`src/rtl/loader_pkg.sv`:
```
// Shared definitions for the boot loader: dual-rail write-port encodings and
// the loader FSM state type.
package loader_pkg;

  // Dual-rail read_Nwrite encodings (rail1, rail0).
  localparam logic [1:0] DR_NULL = 2'b00;
  localparam logic [1:0] DR_ZERO = 2'b01;  // write
  localparam logic [1:0] DR_ONE  = 2'b10;  // read (never issued by the loader)

  typedef enum logic [2:0] {
    S_IDLE,
    S_FETCH,
    S_SETUP,
    S_WAIT_HI,
    S_WAIT_LO,
    S_DONE,
    S_ERROR
  } loader_state_t;

endpackage

```
`src/rtl/sync_ff.sv`:
```
// Flop-chain synchronizer for a single asynchronous level.
//   clk, rst : clock and synchronous active-high reset (chain clears to 0)
//   d        : asynchronous input
//   q        : synchronized output, STAGES cycles of latency
module sync_ff #(
  parameter int unsigned STAGES = 2
) (
  input  logic clk,
  input  logic rst,
  input  logic d,
  output logic q
);

  logic [STAGES-1:0] chain;

  always_ff @(posedge clk) begin
    if (rst) chain <= '0;
    else     chain <= {chain[STAGES-2:0], d};
  end

  assign q = chain[STAGES-1];

endmodule

```
`src/rtl/prog_loader.sv`:
```
// Boot loader: streams host words into consecutive memory addresses over a
// dual-rail four-phase RTZ write port, holding the CPU in reset until done.
//   start/base_addr/word_count : load request (sampled when not busy)
//   in_valid/in_data/in_ready  : host word stream
//   mem_addr/mem_data/mem_rw   : bundled-data write port, mem_ack_write back
//   cpu_rst_n                  : active-low CPU reset, released on completion
//   busy/done/err              : status (done/err sticky until start or rst)
module prog_loader
  import loader_pkg::*;
#(
  parameter int unsigned ADDR_W      = 8,
  parameter int unsigned DATA_W      = 16,
  parameter int unsigned SYNC_STAGES = 2,
  parameter int unsigned TIMEOUT     = 255
) (
  input  logic              clk,
  input  logic              rst,
  input  logic              start,
  input  logic [ADDR_W-1:0] base_addr,
  input  logic [ADDR_W:0]   word_count,
  input  logic              in_valid,
  input  logic [DATA_W-1:0] in_data,
  output logic              in_ready,
  output logic [ADDR_W-1:0] mem_addr,
  output logic [DATA_W-1:0] mem_data,
  output logic [1:0]        mem_rw,
  input  logic              mem_ack_write,
  output logic              cpu_rst_n,
  output logic              busy,
  output logic              done,
  output logic              err
);

  localparam int unsigned CNT_W = ADDR_W + 1;
  localparam int unsigned TMO_W = $clog2(TIMEOUT + 1);

  loader_state_t     state_q, state_d;
  logic [ADDR_W-1:0] addr_q;
  logic [CNT_W-1:0]  remain_q;
  logic [TMO_W-1:0]  tmo_cnt;
  logic              ack_s;
  logic              start_ok;
  logic              tmo_hit;
  logic              word_acked;

  sync_ff #(.STAGES(SYNC_STAGES)) u_ack_sync (
    .clk (clk),
    .rst (rst),
    .d   (mem_ack_write),
    .q   (ack_s)
  );

  // Next-state logic; start is only honoured outside an active load.
  always_comb begin
    state_d    = state_q;
    start_ok   = 1'b0;
    word_acked = 1'b0;
    tmo_hit    = (tmo_cnt == TMO_W'(TIMEOUT - 1));
    case (state_q)
      S_IDLE, S_DONE, S_ERROR: begin
        if (start) begin
          start_ok = 1'b1;
          state_d  = (word_count == '0) ? S_DONE : S_FETCH;
        end
      end
      S_FETCH: if (in_valid) state_d = S_SETUP;
      S_SETUP: state_d = S_WAIT_HI;
      S_WAIT_HI: begin
        if (ack_s)        state_d = S_WAIT_LO;
        else if (tmo_hit) state_d = S_ERROR;
      end
      S_WAIT_LO: begin
        if (!ack_s) begin
          word_acked = 1'b1;
          state_d    = (remain_q == CNT_W'(1)) ? S_DONE : S_FETCH;
        end else if (tmo_hit) begin
          state_d = S_ERROR;
        end
      end
      default: state_d = S_IDLE;
    endcase
  end

  // State, registered outputs (decoded from next state) and datapath.
  always_ff @(posedge clk) begin
    if (rst) begin
      state_q   <= S_IDLE;
      in_ready  <= 1'b0;
      mem_addr  <= '0;
      mem_data  <= '0;
      mem_rw    <= DR_NULL;
      cpu_rst_n <= 1'b0;
      busy      <= 1'b0;
      done      <= 1'b0;
      err       <= 1'b0;
      addr_q    <= '0;
      remain_q  <= '0;
      tmo_cnt   <= '0;
    end else begin
      state_q   <= state_d;
      in_ready  <= (state_d == S_FETCH);
      mem_rw    <= (state_d == S_WAIT_HI) ? DR_ZERO : DR_NULL;
      cpu_rst_n <= (state_d == S_DONE);
      done      <= (state_d == S_DONE);
      err       <= (state_d == S_ERROR);
      busy      <= (state_d == S_FETCH) || (state_d == S_SETUP) ||
                   (state_d == S_WAIT_HI) || (state_d == S_WAIT_LO);

      if (start_ok) begin
        addr_q   <= base_addr;
        remain_q <= word_count;
      end

      // Bundled data is only allowed to change while fetching.
      if (state_q == S_FETCH && in_valid) begin
        mem_addr <= addr_q;
        mem_data <= in_data;
      end

      if (word_acked) begin
        addr_q   <= addr_q + ADDR_W'(1);
        remain_q <= remain_q - CNT_W'(1);
      end

      // Timeout restarts on every state entry and runs only while waiting on ack.
      if (state_d != state_q)
        tmo_cnt <= '0;
      else if (state_q == S_WAIT_HI || state_q == S_WAIT_LO)
        tmo_cnt <= tmo_cnt + TMO_W'(1);
    end
  end

endmodule

```
`config.mk`:
```
export PLATFORM = sky130hd
export DESIGN_NAME = prog_loader
export DESIGN_NICKNAME = d
export VERILOG_FILES = /design/src/rtl/loader_pkg.sv /design/src/rtl/sync_ff.sv /design/src/rtl/prog_loader.sv
export SDC_FILE = /design/constraint.sdc
export NUM_CORES = 1
export LEC_CHECK = 0
export BUFFER_PORTS_ARGS = -buffer_cell sky130_fd_sc_hd__buf_4
export CAP_MARGIN = 20
export CORE_MARGIN = 3
export CORE_UTILIZATION = 55
export CTS_BUF_LIST = sky130_fd_sc_hd__clkbuf_4 sky130_fd_sc_hd__clkbuf_8
export DETAILED_ROUTE_END_ITERATION = 10
export HOLD_SLACK_MARGIN = 0.05
export PLACE_DENSITY = 0.82
export SLEW_MARGIN = 20
export SYNTH_ARGS = -nofsm -noshare
export SYNTH_HDL_FRONTEND = slang
export SYNTH_SLANG_ARGS = --single-unit
export TNS_END_PERCENT = 5
```
`constraint.sdc`:
```
create_clock -name clk -period 2.4 [get_ports clk]
set_input_delay 0.12 -clock clk [delete_from_list [all_inputs] [get_ports clk]]
set_output_delay 0.12 -clock clk [all_outputs]
set_load 0.05 [all_outputs]
```
; ---- Word-level counts from Yosys, hierarchy flattened
; Index checks and enable logic that the tools add are counted.
[totals]
regBits = 60
latch_bits = 0
ramBits = 0
romBits = 0
inputBits = 38
out_inout_bits = 31
wordCells = 57
mem_count = 0
[classes]
add_sub_neg = 3
n_mul = 0
div = 0
n_lt_le_gt_ge = 0
n_eq_ne = 15
n_shift = 0
mux = 17
bitwise_logic = 0
reduce_logical = 10
[op_table]
columns = operator, n
row1 = two-way mux 3 bit, 7
row2 = equality test 3 bit (second input constant), 6
row3 = two-way mux 9 bit, 2
row4 = adder 8 x 1 -> 8 bit (second input constant), 2
row5 = two-way mux 8 bit, 2
row6 = one-hot mux 3 bit (5 select lines), 1
row7 = equality test 3 x 2 -> 1 bit (second input constant), 4
row8 = equality test 9 x 1 -> 1 bit (second input constant), 1
row9 = logical NOT 9 bit, 1
row10 = subtractor 9 x 1 -> 9 bit (second input constant), 1
row11 = equality test 8 bit (second input constant), 1
row12 = equality test 3 x 1 -> 1 bit (second input constant), 2
row13 = two-way mux 1 bit, 5
row14 = logical OR 1 bit, 4
row15 = logical NOT 3 bit, 1
row16 = != test 3 bit, 1
row17 = OR reduction 3 bit, 1
row18 = nonzero test 2 bit, 1
row19 = OR reduction 2 bit, 1
row20 = logical AND 1 bit, 1

; ---- Logic depth before layout (Yosys ltp)
[logic_depth]
ltp_word = 8
ltp_mapped = 8
mapped_depth_nobuf = 8

; ---- Cells and area by module
; Synthesis repeated with hierarchy kept, for this count alone.
[hier_totals]
cells_unflattened = 361
area_unflattened_um2 = 2862.7
[modules_own_cells]
columns = module, n_inst, cells_each, area_each_um2, seq_area_each_um2
row1 = prog_loader, 1, 357, 2810.2, 1141.1
row2 = sync_ff, 1, 4, 52.6, 40.0

; ---- Least setup slack after synthesis
; No wires, ideal clock.
[synth_timing]
kind = reg2reg
from = reg tmo_cnt[0]
to = reg busy
setup_time_ns = 0.067
arrival_time_ns = 1.733
required_time_ns = 2.333
path_slack_ns = 0.599
stages_incl_launch_ff = 9
n_path_buf = 0
synth_period_minus_slack_ns = 1.801
path_cell_list = dfxtp_1 -> inv_1 -> ha_1 -> nand3_1 -> nor2_1 -> o21ba_2 -> nor4_1 -> o21ai_0 -> a21oi_2
[synth_between]
elab_chain_cells = 8
elab_cells_between_ends = 12
cone_classes = eq/ne: 5 / mux: 4 / reduce/logical: 3
[synth_lines]
columns = element, line
row1 = "start, declared", prog_loader.sv:40  ; logic [TMO_W-1:0] tmo_cnt;
row2 = "start signal, assigned", prog_loader.sv:129  ; tmo_cnt <= tmo_cnt + TMO_W'(1);
row3 = equality test 8 bit *, prog_loader.sv:58  ; tmo_hit = (tmo_cnt == TMO_W'(TIMEOUT - 1));
row4 = two-way mux 3 bit *, "prog_loader.sv:70, prog_loader.sv:76"
row5 = two-way mux 3 bit (on tied branches), "prog_loader.sv:73, prog_loader.sv:69"
row6 = one-hot mux 3 bit (5 select lines) *, prog_loader.sv:59  ; case (state_q)
row7 = equality test 3 x 1 -> 1 bit or equality test 3 x 2 -> 1 bit (tied branches), prog_loader.sv:106  ; busy <= (state_d == S_FETCH) || (state_d == S_SETUP) ||
row8 = logical OR 1 bit (2 in a row), prog_loader.sv:106
row9 = logical OR 1 bit *, prog_loader.sv:107  ; (state_d == S_WAIT_HI) || (state_d == S_WAIT_LO);
row10 = "end signal, assigned", prog_loader.sv:106
row11 = "end, declared", prog_loader.sv:29  ; output logic busy,
; Every way passes the cells marked *; elsewhere a longest branch is shown, timed or not.
; A chain may end at the register's enable or synchronous reset.

; ---- Final worst setup path
[layout_timing]
from = reg state_q[2]
to = reg addr_q[6]
[layout_between]
elab_chain_cells = 4
elab_cells_between_ends = 9
cone_classes = eq/ne: 3 / mux: 3 / reduce/logical: 3
[layout_lines]
columns = element, line
row1 = "start, declared", prog_loader.sv:37  ; loader_state_t state_q, state_d;
row2 = "start signal, assigned", prog_loader.sv:100  ; state_q <= state_d;
row3 = equality test 3 bit or logical NOT 3 bit (tied branches), prog_loader.sv:59
row4 = OR reduction 3 bit, prog_loader.sv:59
row5 = two-way mux 1 bit, prog_loader.sv:59
row6 = nonzero test 2 bit (no line), --
row7 = "end signal, assigned", prog_loader.sv:110  ; addr_q <= base_addr;
row8 = "end signal, assigned", prog_loader.sv:121  ; addr_q <= addr_q + ADDR_W'(1);
row9 = "end, declared", prog_loader.sv:38  ; logic [ADDR_W-1:0] addr_q;
; Parallel ways exist; a longest one is shown, timed or not.

==> results.cfg <==
[outcome]
status = completed

[sta]
skew_ns = 0.007841
tightestPinTransition_ns = 0.5114
finalHoldViolCount = 0
rsz0062_at_grt = no
period_minus_slack_ns = 2.100
worst_slack_ns = 0.3002
setup_viol = 0
fin_crit_sh = 0.8749
slew_violations = 0
clock.fmax_ghz = 0.4762
tns_ns = 0
max_slew_margin = 0.6591

[routing]
first_iter_violations = 228
drt-total-wl_um = 6979
first_pass_iters = 4
vias = 2762
antenna_left = 0
post_drt_wl_per_cell_um = 13.87
via_per_inst = 5.491
drcViolationCount = 0

[logic_synthesis]
ys.flop_type = dfxtp_1
yosys_register_bits = 59
synthesis.area_mm2 = 0.002736
postSynthCellCount = 346
synth_edf_count = 0
ys_seq_area_frac = 0.4316
synth_area_per_cell_um2 = 7.909
yosysUniqueCellTypes = 50
syn-num-nets = 389
synthArstFlopShare = 0
yosys_warnings = 0

[clocking]
numCtsBuffers = 9
numClockSinks = 59
clk_latency_ns = 0.34
ctsHoldBuffers = 19
htree_levels = 3
cts_root_buf = clkbuf_8
cts_tree = yes
clockBufferDepth = 2
post_cts_buffers = 0
cts_resized = 0
clkTransAtPathRegs_ns = 0.07

[floorplanning]
start_util = 0.5755
core_mm2 = 0.004755
ioPinCount = 69
die_y_um = 76.54
rows = 25
die_w_um = 76.54
die-area_mm2 = 0.005858

[worst_setup_path]
cp.required_ns = 2.61
arrival_ns = 2.31
crit_fanout = 15
critPathLaunchType = flip-flop
setup.worst_path.class = flip-flop to flip-flop
cp-end-kind = flip-flop

[placed_design]
io_buffers = 67
globalplace.congestion = 0.9423
dp_hpwl_um = 4499
post-place-ws_ns = 0.3441

[run]
cap_violations = 0

[finish]
num-nets-final = 474
drive_gt1_frac = 0.2317
syn_to_final_growth_pct = 35.35
diodes = 0
fillers = 353

[global_route]
overflow = 0
antenna_found_initial = 0
grt.total_usage = 0.2467
grt_pass1_vias = 2639
grt_pass1_wl_um = 11690
grt_max_degree = 50

[power_and_ir_drop]
leakage_nw = 1.520
max-vdd-ir-drop_mv = 0.3753
p_int_w = 0.001788
pwr_density_cell_mw_per_mm2 = 671.9
power_frac_seq = 0.438
p_comb_frac = 0.172
pwr-share-clk = 0.390
p_switching_w = 0.0007009
netSwitchingFraction = 0.2817

[worst_hold_path]
min_path_type = input port to flip-flop
==> power groups by stage <==
| stage | Combinational (W) | Clock, W | Sequential (W) |
|---|---|---|---|
| after floorplan | 0.000196 | 0 | 0.00117 |
| after global placement | 0.000390 | 0 | 0.00111 |
| after detailed placement | 0.000398 | 0 | 0.00111 |
| after CTS | 0.000425 | 0.000984 | 0.00109 |
| after global routing | 0.000467 | 0.00103 | 0.00110 |
| final | 0.000429 | 0.000970 | 0.00109 |
==> critical path: stages, from the launching register on <==
cell and delay [ns]:
dfxtp_1 0.58, nor2b_1 0.16, nor3_1 0.31, o21a_1 0.42, nor2_1 0.19, o21ai_0 0.23, a21oi_1 0.09
==> cell usage after synthesis (all sizes together), types with 2 or more instances <==
master / number / area share
nand2: 60 / 0.082
dfxtp: 59 / 0.43
a21oi: 45 / 0.084
nor2: 30 / 0.041
o21ai: 17 / 0.032
nor3: 15 / 0.031
clkbuf: 14 / 0.019
nand3: 12 / 0.022
inv: 8 / 0.011
nor2b: 8 / 0.018
a31oi: 7 / 0.016
buf: 7 / 0.016
a211oi: 5 / 0.014
ha: 5 / 0.023
xor2: 5 / 0.016
and3: 4 / 0.0091
xnor2: 4 / 0.013
and2: 3 / 0.0069
nand4: 3 / 0.0069
nor4: 3 / 0.0069
a2111oi: 2 / 0.0064
a21o: 2 / 0.0055
a311o: 2 / 0.0073
mux2i: 2 / 0.0073
o21ba: 2 / 0.0073
o31ai: 2 / 0.0055
or3: 2 / 0.0046
==> placed cells by master (no fill, tap or decap), types with 5 or more instances in the layout <==
master and count:
nor3_1 13, a211oi_1 5, nand3_1 12, nor2b_1 8, clkbuf_8 12, inv_1 7, nand2_1 60, dlygate4sd3_1 19
buf_4 76, dfxtp_1 59, a31oi_1 7, nor2_1 30, a21oi_1 44, o21ai_0 16, xor2_1 5, ha_1 5
==> sequential cells by signal, indices dropped and copies added, names as in the netlist <==
signal            cells
state_q               3
u_ack_sync.chain      2
in_ready              1
busy                  1
mem_rw                1
err                   1
addr_q                8
done                  1
remain_q              9
tmo_cnt               8
mem_data             16
mem_addr              8
==> area by class of cell <==
| cell class | count | area, µm² | area share |
|---|---|---|---|
| Clock buffer | 13 | 172.7 | 0.04662 |
| Multi-Input combinational cell | 258 | 1430 | 0.3861 |
| Clock inverter | 3 | 45.04 | 0.01216 |
| Timing Repair Buffer | 95 | 760.7 | 0.2054 |
| Tap cell | 67 | 83.83 | 0.02264 |
| Inverter | 8 | 30.03 | 0.008108 |
| Sequential cell | 59 | 1181 | 0.3189 |
==> per-stage QoR <==
step	total power, W	cell area [µm²]	hold slack, ns	instances	util
after detailed placement	0.001507	3296	0.3390	468	0.6932
after floorplan	0.001367	2736	0.2044	346	-
after global placement	0.001498	3296	0.3300	468	0.6932
final	0.002489	3704	0.05805	503	0.7789
after global routing	0.002590	3704	0.07174	503	0.7789
after CTS	0.002496	3704	0.05550	503	0.7789
==> path summary, 6_finish.rpt <==
| path | from | endpoint | slack (ns) | cells after the start |
|---|---|---|---|---|
| setup / recovery | state_q[2]$_SDFF_PP0_ | addr_q[6]$_SDFFE_PP0P_ | 0.30 | 6 |
| setup reg to reg | state_q[2]$_SDFF_PP0_ | addr_q[6]$_SDFFE_PP0P_ | 0.30 | 6 |
| hold / removal | word_count[5] | remain_q[5]$_SDFFE_PP0P_ | 0.06 | 3 |
| hold reg to reg | u_ack_sync.chain[0]$_SDFF_PP0_ | u_ack_sync.chain[1]$_SDFF_PP0_ | 0.44 | 1 |
==> cell families (layout without fill, tap and decap cells) <==
logic type	count (synthesis)	after routing	share of synthesized area
adder cells (fa/ha/maj)	5	5	0.02286
other	1	1	0.001370
flip-flops	59	59	0.4316
multiplexers	3	3	0.01280
buffers and inverters	29	119	0.04572
AND/OR/NAND/NOR	146	146	0.2460
XOR/XNOR	9	9	0.02880
AO/OA/AOI/OAI	94	94	0.2108
==> layer usage <==
| layer | share of wire | wire [µm] | vias up | track usage |
|---|---|---|---|---|
| met5 | 0 | 0 | - | 0 |
| met4 | 0.021 | 149 | 0 | 0.1304 |
| met3 | 0.049 | 343 | 18 | 0.05083 |
| met2 | 0.49 | 3440 | 86 | 0.4077 |
| met1 | 0.44 | 3045 | 1280 | 0.3016 |
| li1 | - | - | 1378 | - |
No activity file was read; power rests on OpenSTA's default activity.
